--- src/rtl/pll_lock_supervisor.sv ---
// PLL reset sequencer and lock supervisor, running in the reference-clock domain.
// Optional build macro PLL_LOCK_SUPERVISOR_LOSS_COUNT_EN adds an 8-bit loss-of-lock counter.
module pll_lock_supervisor #(
   parameter int SYNC_STAGES  = 2,
   parameter int RESET_PULSE  = 16,
   parameter int LOCK_TIMEOUT = 1440,
   parameter int LOCK_STABLE  = 144,
   parameter int MAX_RETRIES  = 3,
   parameter int RETRY_W      = 4
) (
   input  logic               clock_in,
   input  logic               resetb,
   input  logic               locked,
   input  logic               retry_clear,
   output logic               pll_resetb,
   output logic               sys_resetb,
   output logic               ready,
   output logic               fault,
   output logic [RETRY_W-1:0] retries,
   output logic [2:0]         state
`ifdef PLL_LOCK_SUPERVISOR_LOSS_COUNT_EN
   ,
   output logic [7:0]         loss_count
`endif
);

   localparam int CNT_MAX = (RESET_PULSE > LOCK_TIMEOUT) ?
                            ((RESET_PULSE > LOCK_STABLE) ? RESET_PULSE : LOCK_STABLE) :
                            ((LOCK_TIMEOUT > LOCK_STABLE) ? LOCK_TIMEOUT : LOCK_STABLE);
   localparam int CNT_W = $clog2(CNT_MAX + 1);

   localparam logic [CNT_W-1:0]   PULSE_LAST   = CNT_W'(RESET_PULSE - 1);
   localparam logic [CNT_W-1:0]   TIMEOUT_LAST = CNT_W'(LOCK_TIMEOUT - 1);
   localparam logic [CNT_W-1:0]   STABLE_LAST  = CNT_W'(LOCK_STABLE - 1);
   localparam logic [RETRY_W-1:0] RETRY_LIMIT  = RETRY_W'(MAX_RETRIES);

   typedef enum logic [2:0] {
      PLL_RESET = 3'd0,
      WAIT_LOCK = 3'd1,
      STABILISE = 3'd2,
      RUN       = 3'd3,
      FAULT     = 3'd4
   } state_t;

   state_t                 state_q, state_d;
   logic [CNT_W-1:0]       cnt_q, cnt_d, cnt_next;
   logic [RETRY_W-1:0]     retries_q, retries_d;
   logic [SYNC_STAGES-1:0] sync_q, sync_d;
   logic                   pll_resetb_q, pll_resetb_d;
   logic                   run_q, run_d;
   logic                   fault_q, fault_d;
   logic                   locked_s;

   // Lock-flag synchroniser shift path; only the last stage is ever used.
   always_comb begin
      sync_d = {sync_q[SYNC_STAGES-2:0], locked};
   end

   assign locked_s = sync_q[SYNC_STAGES-1];

   // Next-state, counter and retry bookkeeping.
   always_comb begin
      state_d   = state_q;
      cnt_next  = cnt_q + CNT_W'(1);
      retries_d = retries_q;
      case (state_q)
         PLL_RESET: begin
            if (cnt_q == PULSE_LAST) begin
               state_d = WAIT_LOCK;
            end else begin
               state_d = PLL_RESET;
            end
         end
         WAIT_LOCK: begin
            // Lock beats a coincident timeout.
            if (locked_s) begin
               state_d = STABILISE;
            end else if (cnt_q == TIMEOUT_LAST) begin
               if (retries_q == RETRY_LIMIT) begin
                  state_d = FAULT;
               end else begin
                  retries_d = retries_q + RETRY_W'(1);
                  state_d   = PLL_RESET;
               end
            end else begin
               state_d = WAIT_LOCK;
            end
         end
         STABILISE: begin
            if (!locked_s) begin
               state_d = WAIT_LOCK;
            end else if (cnt_q == STABLE_LAST) begin
               state_d = RUN;
            end else begin
               state_d = STABILISE;
            end
         end
         RUN: begin
            cnt_next = cnt_q;
            if (!locked_s) begin
               state_d = PLL_RESET;
            end else begin
               state_d = RUN;
            end
         end
         FAULT: begin
            cnt_next = cnt_q;
            if (retry_clear) begin
               state_d   = PLL_RESET;
               retries_d = '0;
            end else begin
               state_d = FAULT;
            end
         end
         default: begin
            state_d   = PLL_RESET;
            retries_d = '0;
         end
      endcase
      if (state_d != state_q) begin
         cnt_d = '0;
      end else begin
         cnt_d = cnt_next;
      end
   end

   // Output decode from the next state so the registered outputs track state_q exactly.
   always_comb begin
      pll_resetb_d = 1'b1;
      run_d        = 1'b0;
      fault_d      = 1'b0;
      case (state_d)
         PLL_RESET: pll_resetb_d = 1'b0;
         WAIT_LOCK: pll_resetb_d = 1'b1;
         STABILISE: pll_resetb_d = 1'b1;
         RUN:       run_d        = 1'b1;
         FAULT: begin
            pll_resetb_d = 1'b0;
            fault_d      = 1'b1;
         end
         default:   pll_resetb_d = 1'b0;
      endcase
   end

   // State, counter, synchroniser and output registers.
   always_ff @(posedge clock_in) begin
      if (!resetb) begin
         state_q      <= PLL_RESET;
         cnt_q        <= '0;
         retries_q    <= '0;
         sync_q       <= '0;
         pll_resetb_q <= 1'b0;
         run_q        <= 1'b0;
         fault_q      <= 1'b0;
      end else begin
         state_q      <= state_d;
         cnt_q        <= cnt_d;
         retries_q    <= retries_d;
         sync_q       <= sync_d;
         pll_resetb_q <= pll_resetb_d;
         run_q        <= run_d;
         fault_q      <= fault_d;
      end
   end

   assign pll_resetb = pll_resetb_q;
   assign sys_resetb = run_q;
   assign ready      = run_q;
   assign fault      = fault_q;
   assign retries    = retries_q;
   assign state      = state_q;

`ifdef PLL_LOCK_SUPERVISOR_LOSS_COUNT_EN
   logic [7:0] loss_q, loss_d;

   // Saturating count of lock losses seen while running; retry_clear leaves it alone.
   always_comb begin
      if ((state_q == RUN) && (state_d == PLL_RESET) && (loss_q != 8'd255)) begin
         loss_d = loss_q + 8'd1;
      end else begin
         loss_d = loss_q;
      end
   end

   // Loss counter register.
   always_ff @(posedge clock_in) begin
      if (!resetb) begin
         loss_q <= 8'd0;
      end else begin
         loss_q <= loss_d;
      end
   end

   assign loss_count = loss_q;
`endif

endmodule

--- config.mk ---
export PLATFORM = sky130hd
export DESIGN_NAME = pll_lock_supervisor
export DESIGN_NICKNAME = d
export VERILOG_FILES = /design/src/rtl/pll_lock_supervisor.sv
export SDC_FILE = /design/constraint.sdc
export NUM_CORES = 1
export LEC_CHECK = 0
export ABC_AREA = 1
export CORE_UTILIZATION = 51
export CTS_BUF_LIST = sky130_fd_sc_hd__clkbuf_4 sky130_fd_sc_hd__clkbuf_8
export DETAILED_ROUTE_END_ITERATION = 12
export PLACE_DENSITY = 0.79
export REMOVE_ABC_BUFFERS = 1
export SYNTH_ARGS = -nofsm -noshare
export SYNTH_HDL_FRONTEND = slang
export SYNTH_SLANG_ARGS = --single-unit
--- constraint.sdc ---
create_clock -name clock_in -period 1.5 [get_ports clock_in]
set_input_delay 0.15 -clock clock_in [delete_from_list [all_inputs] [get_ports clock_in]]
set_output_delay 0.15 -clock clock_in [all_outputs]
set_load 0.02 [all_outputs]
Word-level counts from Yosys, hierarchy flattened. Index checks and enable logic that the tools add are counted.

Output and inout port bits: 11. Logic and storage cells: 51. Bits in registers: 23.

Eq/ne operators: 17. Muxes and demuxes: 17. Add/sub/neg operators: 2. Bitwise operators: 2. Reduce and logical (&&, ||, !) cells: 6.

Operators by type and width (number): 4-bit two-way mux (4); 3-bit one-hot mux with 5 select lines (1); 3-bit by 2-bit equality test with 1-bit output (second input constant) (4); 3-bit two-way mux (4); 4-bit one-hot mux with 3 select lines (1); 11-bit by 1-bit adder with 11-bit output (second input constant) (1); 11-bit equality test (second input constant) (1); 11-bit by 4-bit equality test with 1-bit output (second input constant) (1); 11-bit by 8-bit equality test with 1-bit output (second input constant) (1); 2-bit inequality test (second input constant) (4); 3-bit by 1-bit equality test with 1-bit output (second input constant) (2); 3-bit equality test (second input constant) (2); 3-bit OR reduction (2); 1-bit two-way mux (5); 5-bit AND reduction (1); 4-bit by 1-bit adder with 4-bit output (second input constant) (1); 4-bit by 2-bit equality test with 1-bit output (second input constant) (1); 2-bit two-way mux (2); 2-bit OR reduction (2); 3-bit logical NOT (1); 3-bit inequality test (1); 1-bit NOT (2).

Depth between registers and ports, before layout. Gate-level depths: netlist of run 1.

Depth in word-level cells: 8. Gate-level depth with buffers: 11. Mapped depth without buffers: 11.

Worst setup path before layout of run 1. Ideal clock, no wire load.

Kind: reg-to-reg. From: register state_q[0], in the netlist state[0]. To: register cnt_q[9]. Data required time: 1.383 ns. Stages on the path, launching flop included: 11. Period minus slack after synthesis: 1.522 ns. Arrival time: 1.405 ns. Buffers on the path: 1. Setup time: 0.117 ns. Path slack: -0.022 ns. Path through: dfxtp_1 > inv_1 > nor2_4 > nand2_4 > nor2_2 > nand3_1 > nand2_1 > nor2_1 > nand3_2 > buf_6 > nor2_2.

Longest elaborated chain between the ends: 4. Elaborated cells between the ends (all ways): 9. Classes of those cells: eq/ne (5); mux (1); reduce/logical (3).

Ends and longest elaborated chain: start: declaration (line 45) `state_t state_q, state_d;`; start signal: assignment (line 156) `state_q <= state_d;`; 3-bit equality test (tied with other cells) (line 66) `case (state_q)`; 3-bit one-hot mux with 5 select lines (line 66); 3-bit inequality test (line 120) `if (state_d != state_q) begin`; 2-bit OR reduction (no line); end signal: assignment (line 157) `cnt_q <= cnt_d;`; end: declaration (line 46) `logic [CNT_W-1:0] cnt_q, cnt_d, cnt_next;`.

Parallel ways exist; a longest one is shown, timed or not. A chain may end at the register's enable or synchronous reset.

Worst setup path in the final report of run 1.
From: register state_q[1], in the netlist state[1]. To: register cnt_q[3].

Same word-level chain as after synthesis.

==> results of run 1 <==
[kinds of logic after synthesis]
group / count (synthesis) / share of synthesized area (%)
AO/OA/AOI/OAI: 11 / 4.64
XOR/XNOR: 12 / 8.29
adder cells (fa/ha/maj): 2 / 1.97
buffers and inverters: 27 / 9.28
flip-flops: 23 / 36.3
AND/OR/NAND/NOR: 101 / 39.5
[path summary, 6_finish.rpt]
check,startpoint,endpoint,cells past startpoint
setup reg to reg,state[1],cnt_q[3],8
hold / removal,locked,sync_q[0],3
hold reg to reg,sync_q[0],sync_q[1],2
setup / recovery,state[1],cnt_q[3],8
[power groups by stage]
stage | sequential, W | combinational (W) | clock [W]
2_1_floorplan | 0.000642 | 0.0000387 | 0
3_5_place_dp | 0.000642 | 0.0000765 | 0
4_1_cts | 0.000632 | 0.0000805 | 0.000313
5_1_grt | 0.000635 | 0.000107 | 0.000332
3_3_place_gp | 0.000642 | 0.0000708 | 0
6_report | 0.000634 | 0.0000975 | 0.000311
[state kept, by name, summed over array words and instances (netlist names)]
signal	count
retries	4
cnt_q	11
pll_resetb	1
fault	1
state	3
sync_q	2
ready	1
[repair_timing]
action	CTS	global route
resized for setup	12	31
gates cloned	0	1
pin swaps	1	13
setup endpoints to repair	19	18
[final cells by class]
cell class	instances	area, um2
fill	159	597
sequential	23	467
inverter	25	98.8
clock buffer	4	30.0
multi-input combinational	126	816
timing repair buffer	23	233
tap	28	35.0
[placed cells by master, fill, tap and decap left out, types with 7 or more instances in the layout]
cell / n
sky130_fd_sc_hd__clkdlybuf4s50_1: 7
sky130_fd_sc_hd__buf_4: 7
sky130_fd_sc_hd__xor2_1: 8
sky130_fd_sc_hd__nor2_4: 9
sky130_fd_sc_hd__nand2_1: 29
sky130_fd_sc_hd__dfxtp_1: 18
sky130_fd_sc_hd__nor2_1: 27
sky130_fd_sc_hd__nor2_2: 10
sky130_fd_sc_hd__inv_1: 22
[metal layers]
layer / vias up / GRT usage [%] / wire (um)
met5: - / 0 / 0
li1: 595 / - / -
met2: 34 / 33.3 / 1490
met4: 0 / 12.6 / 51
met3: 5 / 4.09 / 141
met1: 559 / 29.3 / 1320
[tightest hold or removal path: stages]
cell                              delay, ns
sky130_fd_sc_hd__clkdlybuf4s50_1       0.40
sky130_fd_sc_hd__nand2_1               0.06
sky130_fd_sc_hd__inv_1                 0.03
[per-stage QoR]
stage	TNS, ns	instance area, um2	setup WS [ns]	util [%]	power (W)
4_1_cts	-0.110	1540	-0.0196	67.5	0.00103
6_report	-0.717	1680	-0.0765	73.8	0.00104
3_5_place_dp	-0.819	1500	-0.0845	65.8	0.000719
5_1_grt	-1.87	1680	-0.168	73.8	0.00107
2_1_floorplan	-0.610	1250	-0.0653	-	0.000681
3_3_place_gp	0	1500	0.0119	65.8	0.000713
==> impl_table.tex, run 1 <==
\begin{tabular}{lr}
\hline
Metric & Value \\
\hline
\multicolumn{2}{l}{\textbf{Synth}} \\
\quad Number of synthesized register bits & 23 \\
\quad Area fraction of the dominant cell type after synthesis & between 30\% and 40\% \\
\quad Count leader, synth & sky130\_fd\_sc\_hd\_\_nand2\_1 \\
\quad Largest area contributor in the synthesized netlist & sky130\_fd\_sc\_hd\_\_dfxtp\_1 \\
\quad Post-synthesis cell area & 1270 um2 \\
\quad Ranking of synthesized cells by area & sky130\_fd\_sc\_hd\_\_dfxtp\_1 (36\%), sky130\_fd\_sc\_hd\_\_nand2\_1 (9.8\%), sky130\_fd\_sc\_hd\_\_nor2\_1 (8.9\%) \\
\quad Ranking of synthesized cells by instance count & sky130\_fd\_sc\_hd\_\_nand2\_1 (33), sky130\_fd\_sc\_hd\_\_nor2\_1 (30), sky130\_fd\_sc\_hd\_\_dfxtp\_1 (23), sky130\_fd\_sc\_hd\_\_inv\_1 (23), sky130\_fd\_sc\_hd\_\_nor2\_2 (13) \\
\quad Average cell area after synthesis & between 7 and 8 um2 \\
\quad Share of synthesized registers carrying an async set or reset & 0\% \\
\quad Most instantiated flip-flop cell in the synthesis netlist & sky130\_fd\_sc\_hd\_\_dfxtp\_1 \\
\quad Number of flops mapped to enable cells by yosys & 0 \\
\quad Mapped Cells & around 180 \\
\quad Proportion of synthesized chip area in sequential cells & a little over a third \\
\quad Count of synthesis-stage warnings from yosys & 0 \\
\quad Synth unique cells & 25 \\
\multicolumn{2}{l}{\textbf{Power}} \\
\quad Switch share & around a quarter \\
\quad Maximum ir drop on the vdd rail & about 0.73 mV \\
\quad Net switching power figure & approximately 0.00025 W \\
\quad Sequential Power Share & between 60\% and 70\% \\
\quad Power density over the cells & 621 nW/um2 \\
\quad Cell internal pwr & 0.000794 W \\
\quad Combinational fraction of design power & a little under a tenth \\
\quad Clock group share of total power & around 30\% \\
\quad Static leakage & 0.728 nW \\
\multicolumn{2}{l}{\textbf{Worst setup path}} \\
\quad Most common cell on crit path & sky130\_fd\_sc\_hd\_\_nor2\_2 \\
\quad Library cell contributing the largest single delay on the critical path & sky130\_fd\_sc\_hd\_\_dfxtp\_1 \\
\quad Worst setup SP type & flip-flop \\
\quad Type of element capturing the critical path & flip-flop \\
\quad Required time of the critical path & approximately 1.8 ns \\
\quad WS Path Type & reg2reg \\
\quad Highest cell delay on the worst timing path & between 0.3 and 0.4 ns \\
\quad Count of buffering cells on the critical path with inverters included & 1 \\
\quad Maximum fanout count along the critical path & 5 \\
\quad Dominant delay contributor by cell family on the critical path & simple AND/OR/NAND/NOR gates \\
\quad Setup slack of the worst register-to-register path & -0.08 ns \\
\quad Data arrival, critical path & roughly 1.9 ns \\
\quad Ordered list of cells on the worst path & nor2\_2 > nand2\_2 > nor2\_2 > nor2\_1 > nor2\_2 > nand3\_4 > clkbuf\_16 > nor2\_2 \\
\multicolumn{2}{l}{\textbf{Hold path}} \\
\quad Worst Hold Class & in2reg \\
\multicolumn{2}{l}{\textbf{Clock tree}} \\
\quad Insertion delay to the later sink of the worst-skew pair & between 0.3 and 0.4 ns \\
\quad CTS H-tree lvls & 1 \\
\quad Maximum clock insertion buffer count & 2 \\
\quad Clock-pin slew on the worst setup and hold paths & between 0.1 and 0.15 ns \\
\quad Post-CTS setup-driven buffer insertion count & 0 \\
\quad CTS tree & yes \\
\quad Total of hold buffers inserted after clock tree synthesis & 0 \\
\quad Clock root buffer & sky130\_fd\_sc\_hd\_\_clkbuf\_4 \\
\quad Number of clock sinks seen by CTS & 23 \\
\quad Number of CTS-inserted buffers & 3 \\
\multicolumn{2}{l}{\textbf{Floorplanning}} \\
\quad Chip Width & 51.9 um \\
\quad Floorplan row count & 17 \\
\quad Overall die area & about 2700 um2 \\
\quad Starting density of the core & a little under three fifths \\
\quad Y dimension of the die & about 52 um \\
\quad I/O Pins & 15 \\
\quad Area inside the core boundary & approximately 2300 um2 \\
\multicolumn{2}{l}{\textbf{Layout}} \\
\quad Net count of the finished layout & 208 \\
\quad Antenna fix cells & 0 \\
\quad Post-Layout Cell Count & about 230 \\
\quad Ratio of cells with drive above 1 in the final layout & between 30\% and 40\% \\
\quad Synth-to-layout area growth & 32.5\% \\
\multicolumn{2}{l}{\textbf{STA}} \\
\quad RSZ-0062 raised after global routing & true \\
\quad Tmin final & between 1.5 and 2 ns \\
\quad Post-route fraction of the period consumed by the critical path & 105\% \\
\quad Number of pins exceeding their max-slew limit in the final report & 0 \\
\quad Worst slew margin relative to its limit & roughly 81\% \\
\quad Min setup slack post-route & -0.0765 ns \\
\quad Hold\_ws & $\sim$0.36 ns \\
\quad Final Hold Viols & 0 \\
\quad Final Setup Violations & 11 \\
\quad Clock Skew & 0.00821 ns \\
\quad Fmax & around 0.63 GHz \\
\quad Transition time at the pin with the least slew margin & roughly 0.28 ns \\
\multicolumn{2}{l}{\textbf{Placed design}} \\
\quad Placed wire-length estimate after detailed placement & between 2000 and 2500 um \\
\quad Weighted congestion reported at the end of routability-driven placement & $\sim$0.84 \\
\quad DP Cell Count & $\sim$220 \\
\quad Total of buffers placed on input and output ports & 14 \\
\multicolumn{2}{l}{\textbf{Route}} \\
\quad Routed wire per std cell & between 10 and 15 um \\
\quad Wire length reported by the detailed router & 3000 um \\
\quad Detailed Routing Iterations Pass 1 & 4 \\
\quad DRT iter0 DRCs & 20 \\
\quad Number of DRC violations after detailed routing & 0 \\
\quad Detail-routed via count per cell & approximately 5.2 \\
\quad Number of vias after detailed routing & 1,193 \\
\quad Count of nets left with antenna violations after detail routing & 0 \\
\multicolumn{2}{l}{\textbf{GRT}} \\
\quad Number of antenna violations at the first check in global routing & 0 \\
\quad Pin count of the biggest net entering global routing & 13 \\
\quad GRT Total Usage & between 20 and 25\% \\
\quad Total congestion overflow after global routing & 0 \\
\quad Wire length of the first global-routing pass & between 4000 and 5000 um \\
\quad Vias in the first global route & $\sim$1,000 \\
\multicolumn{2}{l}{\textbf{Job}} \\
\quad Number of max-capacitance violations reported & 0 \\
\multicolumn{2}{l}{\textbf{Outcome}} \\
\quad Violated checks & setup timing \\
\quad Status & finished, violations left \\
\hline
\end{tabular}
No activity file was read; power rests on OpenSTA's default activity.
==> run 2, diff against run 1 <==
Settings changed: CTS_BUF_LIST sky130_fd_sc_hd__clkbuf_4 sky130_fd_sc_hd__clkbuf_8 to sky130_fd_sc_hd__clkbuf_4.
==> results of run 2 <==
Final layout, timing and power as in run 1 (identical DEF).
==> run 3, diff against run 2 <==
Settings changed: MAX_ROUTING_LAYER set to met4.
==> run 3 against run 2 <==
Effect of this change: the flow still finishes with violations (setup timing); maximum frequency fell by 0.16%; global-route usage rose by 0.59 points; first-iteration DRC count unchanged; non-clock buffer count unchanged; clock power about the same; routed wire length fell by 0.20%; highest routed layer unchanged.
==> impl_table.tex, run 3 (synthesized netlist as in run 1, its figures left out) <==
\begin{tabular}{lr}
\hline
Metric & Value \\
\hline
\multicolumn{2}{l}{\textbf{Outcome}} \\
\quad Status & finished, violations left \\
\quad Violated checks & setup timing \\
\multicolumn{2}{l}{\textbf{GRT}} \\
\quad Total congestion overflow after global routing & 0 \\
\quad GRT Total Usage & 22.7\% \\
\quad Number of antenna violations at the first check in global routing & 0 \\
\quad Wire length of the first global-routing pass & about 4300 um \\
\quad Pin count of the biggest net entering global routing & 13 \\
\quad Vias in the first global route & around 1,000 \\
\multicolumn{2}{l}{\textbf{Worst setup path}} \\
\quad Setup slack of the worst register-to-register path & -0.08 ns \\
\quad Required time of the critical path & 1.77 ns \\
\quad Reg2reg start & state[1] \\
\quad WS Path Type & reg2reg \\
\quad Worst R2R End & cnt\_q[3] \\
\quad Maximum fanout count along the critical path & 5 \\
\quad Data arrival, critical path & roughly 1.9 ns \\
\quad Worst Reg-to-Reg Cells & 8 \\
\quad Type of element capturing the critical path & flip-flop \\
\quad Worst setup SP type & flip-flop \\
\multicolumn{2}{l}{\textbf{Layout}} \\
\quad Largest register FFs & 11 \\
\quad Fill cell instance count of the final layout & $\sim$160 \\
\quad Antenna fix cells & 0 \\
\quad Commonest cells after routing, fill and taps aside & sky130\_fd\_sc\_hd\_\_nand2\_1 (29), sky130\_fd\_sc\_hd\_\_nor2\_1 (27), sky130\_fd\_sc\_hd\_\_inv\_1 (22), sky130\_fd\_sc\_hd\_\_dfxtp\_1 (18), sky130\_fd\_sc\_hd\_\_nor2\_2 (10) \\
\quad Ratio of cells with drive above 1 in the final layout & around a third \\
\quad Register with the most flip-flops & cnt\_q \\
\quad Net count of the finished layout & around 210 \\
\quad Most frequent standard cell in the layout excluding fill and tap cells & sky130\_fd\_sc\_hd\_\_nand2\_1 \\
\quad Synth-to-layout area growth & 32.5\% \\
\multicolumn{2}{l}{\textbf{Floorplanning}} \\
\quad I/O Pins & 15 \\
\quad Area inside the core boundary & 2280 um2 \\
\quad Floorplan row count & 17 \\
\quad Overall die area & between 2000 and 3000 um2 \\
\quad Starting density of the core & around 56\% \\
\quad Y dimension of the die & 51.9 um \\
\quad Chip Width & 51.9 um \\
\multicolumn{2}{l}{\textbf{Route}} \\
\quad Routed met1 length & between 1000 and 1500 um \\
\quad Detailed Routing Iterations Pass 1 & 4 \\
\quad Total met3 wirelength after detailed routing & approximately 120 um \\
\quad Number of vias after detailed routing & about 1,200 \\
\quad DRT iter0 DRCs & 20 \\
\quad Routed wire per std cell & between 10 and 15 um \\
\quad Uppermost signal routing layer after detailed routing & met4 \\
\quad Total length of routed met2 wires & approximately 1500 um \\
\quad Detail-routed via count per cell & between 5 and 6 \\
\quad Wire length reported by the detailed router & 3000 um \\
\quad Number of DRC violations after detailed routing & 0 \\
\quad Count of nets left with antenna violations after detail routing & 0 \\
\multicolumn{2}{l}{\textbf{Clock tree}} \\
\quad Post-CTS setup-driven buffer insertion count & 0 \\
\quad Clock root buffer & sky130\_fd\_sc\_hd\_\_clkbuf\_4 \\
\quad Number of CTS-inserted buffers & 3 \\
\quad Insertion delay to the later sink of the worst-skew pair & 0.32 ns \\
\quad CTS tree & yes \\
\quad Maximum clock insertion buffer count & 2 \\
\quad CTS H-tree lvls & 1 \\
\quad Clock-pin slew on the worst setup and hold paths & between 0.1 and 0.15 ns \\
\quad Number of clock sinks seen by CTS & 23 \\
\multicolumn{2}{l}{\textbf{Placed design}} \\
\quad Total of buffers placed on input and output ports & 14 \\
\quad Setup slack after placement & -0.0845 ns \\
\quad Weighted congestion reported at the end of routability-driven placement & 0.852 \\
\quad Placed wire-length estimate after detailed placement & 2010 um \\
\multicolumn{2}{l}{\textbf{Hold path}} \\
\quad Hold path startpoint & locked \\
\quad End of the worst hold path & sync\_q[0] \\
\quad Worst Hold Class & in2reg \\
\quad Cell count of the worst hold path & 3 \\
\multicolumn{2}{l}{\textbf{Power}} \\
\quad Power density over the cells & 621 nW/um2 \\
\quad Final total power & around 0.0010 W \\
\quad Static leakage & 0.728 nW \\
\quad Maximum ir drop on the vdd rail & approximately 0.73 mV \\
\multicolumn{2}{l}{\textbf{STA}} \\
\quad Min setup slack post-route & -0.0789 ns \\
\quad Final Setup Violations & 11 \\
\quad Transition time at the pin with the least slew margin & between 0.2 and 0.3 ns \\
\quad Worst slew margin relative to its limit & about four fifths \\
\quad Final Hold Viols & 0 \\
\quad Post-route fraction of the period consumed by the critical path & 105\% \\
\quad Fmax & around 0.63 GHz \\
\quad Number of pins exceeding their max-slew limit in the final report & 0 \\
\quad Hold\_ws & 0.360 ns \\
\quad Tmin final & between 1.5 and 2 ns \\
\quad RSZ-0062 raised after global routing & true \\
\quad Clock Skew & 0.00895 ns \\
\multicolumn{2}{l}{\textbf{Job}} \\
\quad Number of max-capacitance violations reported & 0 \\
\hline
\end{tabular}
-- run 3: cell type report --
class / instances / area (um2) / share of cell area (%)
multi-input cells: 126 / 816 / 48.6
clock buffers: 4 / 30.0 / 1.79
well taps: 28 / 35.0 / 2.09
inverters: 25 / 98.8 / 5.89
flip-flops and latches: 23 / 467 / 27.8
repair buffers: 23 / 233 / 13.9
-- run 3: power by group --
group	internal, W	switching, W	total (W)
logic	0.0000502	0.0000473	0.0000975
clock network	0.000122	0.000189	0.000312
registers	0.000622	0.0000117	0.000634
total	0.000794	0.000248	0.00104
-- run 3: stage by stage --
step | instance area, um2 | utilization, % | cells | setup TNS (ns)
global route | 1680 | 73.8 | 229 | -1.87
floorplan | 1250 | - | 174 | -0.610
finish | 1680 | 73.8 | 229 | -0.745
CTS | 1540 | 67.5 | 228 | -0.110
detailed placement | 1500 | 65.8 | 224 | -0.819
global placement | 1500 | 65.8 | 224 | 0
-- run 3: repair_timing --
action                                  in CTS  in global routing
hold buffers                                 0                  0
endpoints found under the setup margin      19                 18
pin swaps                                    1                 13
hold endpoints to repair                     0                  0
cloned                                       0                  1
gates resized for setup                     12                 31
-- run 3: critical path, stage by stage (launching register included) --
cell,delay (ns)
sky130_fd_sc_hd__dfxtp_1,0.39
sky130_fd_sc_hd__nor2_2,0.22
sky130_fd_sc_hd__nand2_2,0.12
sky130_fd_sc_hd__nor2_2,0.19
sky130_fd_sc_hd__nor2_1,0.08
sky130_fd_sc_hd__nor2_2,0.18
sky130_fd_sc_hd__nand3_4,0.12
sky130_fd_sc_hd__clkbuf_16,0.18
sky130_fd_sc_hd__nor2_2,0.06
-- run 3: layer usage --
metal	GRT usage, %	vias up
li1	-	596
met1	29.3	564
met2	33.3	25
met3	4.09	5
met4	12.6	0
met5	-	-
-- run 3: worst max-delay path by stage --
stage              from  endpoint  slack (ns)  cells after the start
3_3_place_gp   cnt_q[0]  cnt_q[6]        0.01                     11
4_1_cts        cnt_q[0]  cnt_q[0]       -0.02                     11
3_5_place_dp   cnt_q[0]  cnt_q[6]       -0.08                     11
5_1_grt        cnt_q[1]  cnt_q[4]       -0.17                     11
2_1_floorplan  state[0]  cnt_q[6]       -0.07                     10
6_report       state[1]  cnt_q[3]       -0.08                      8
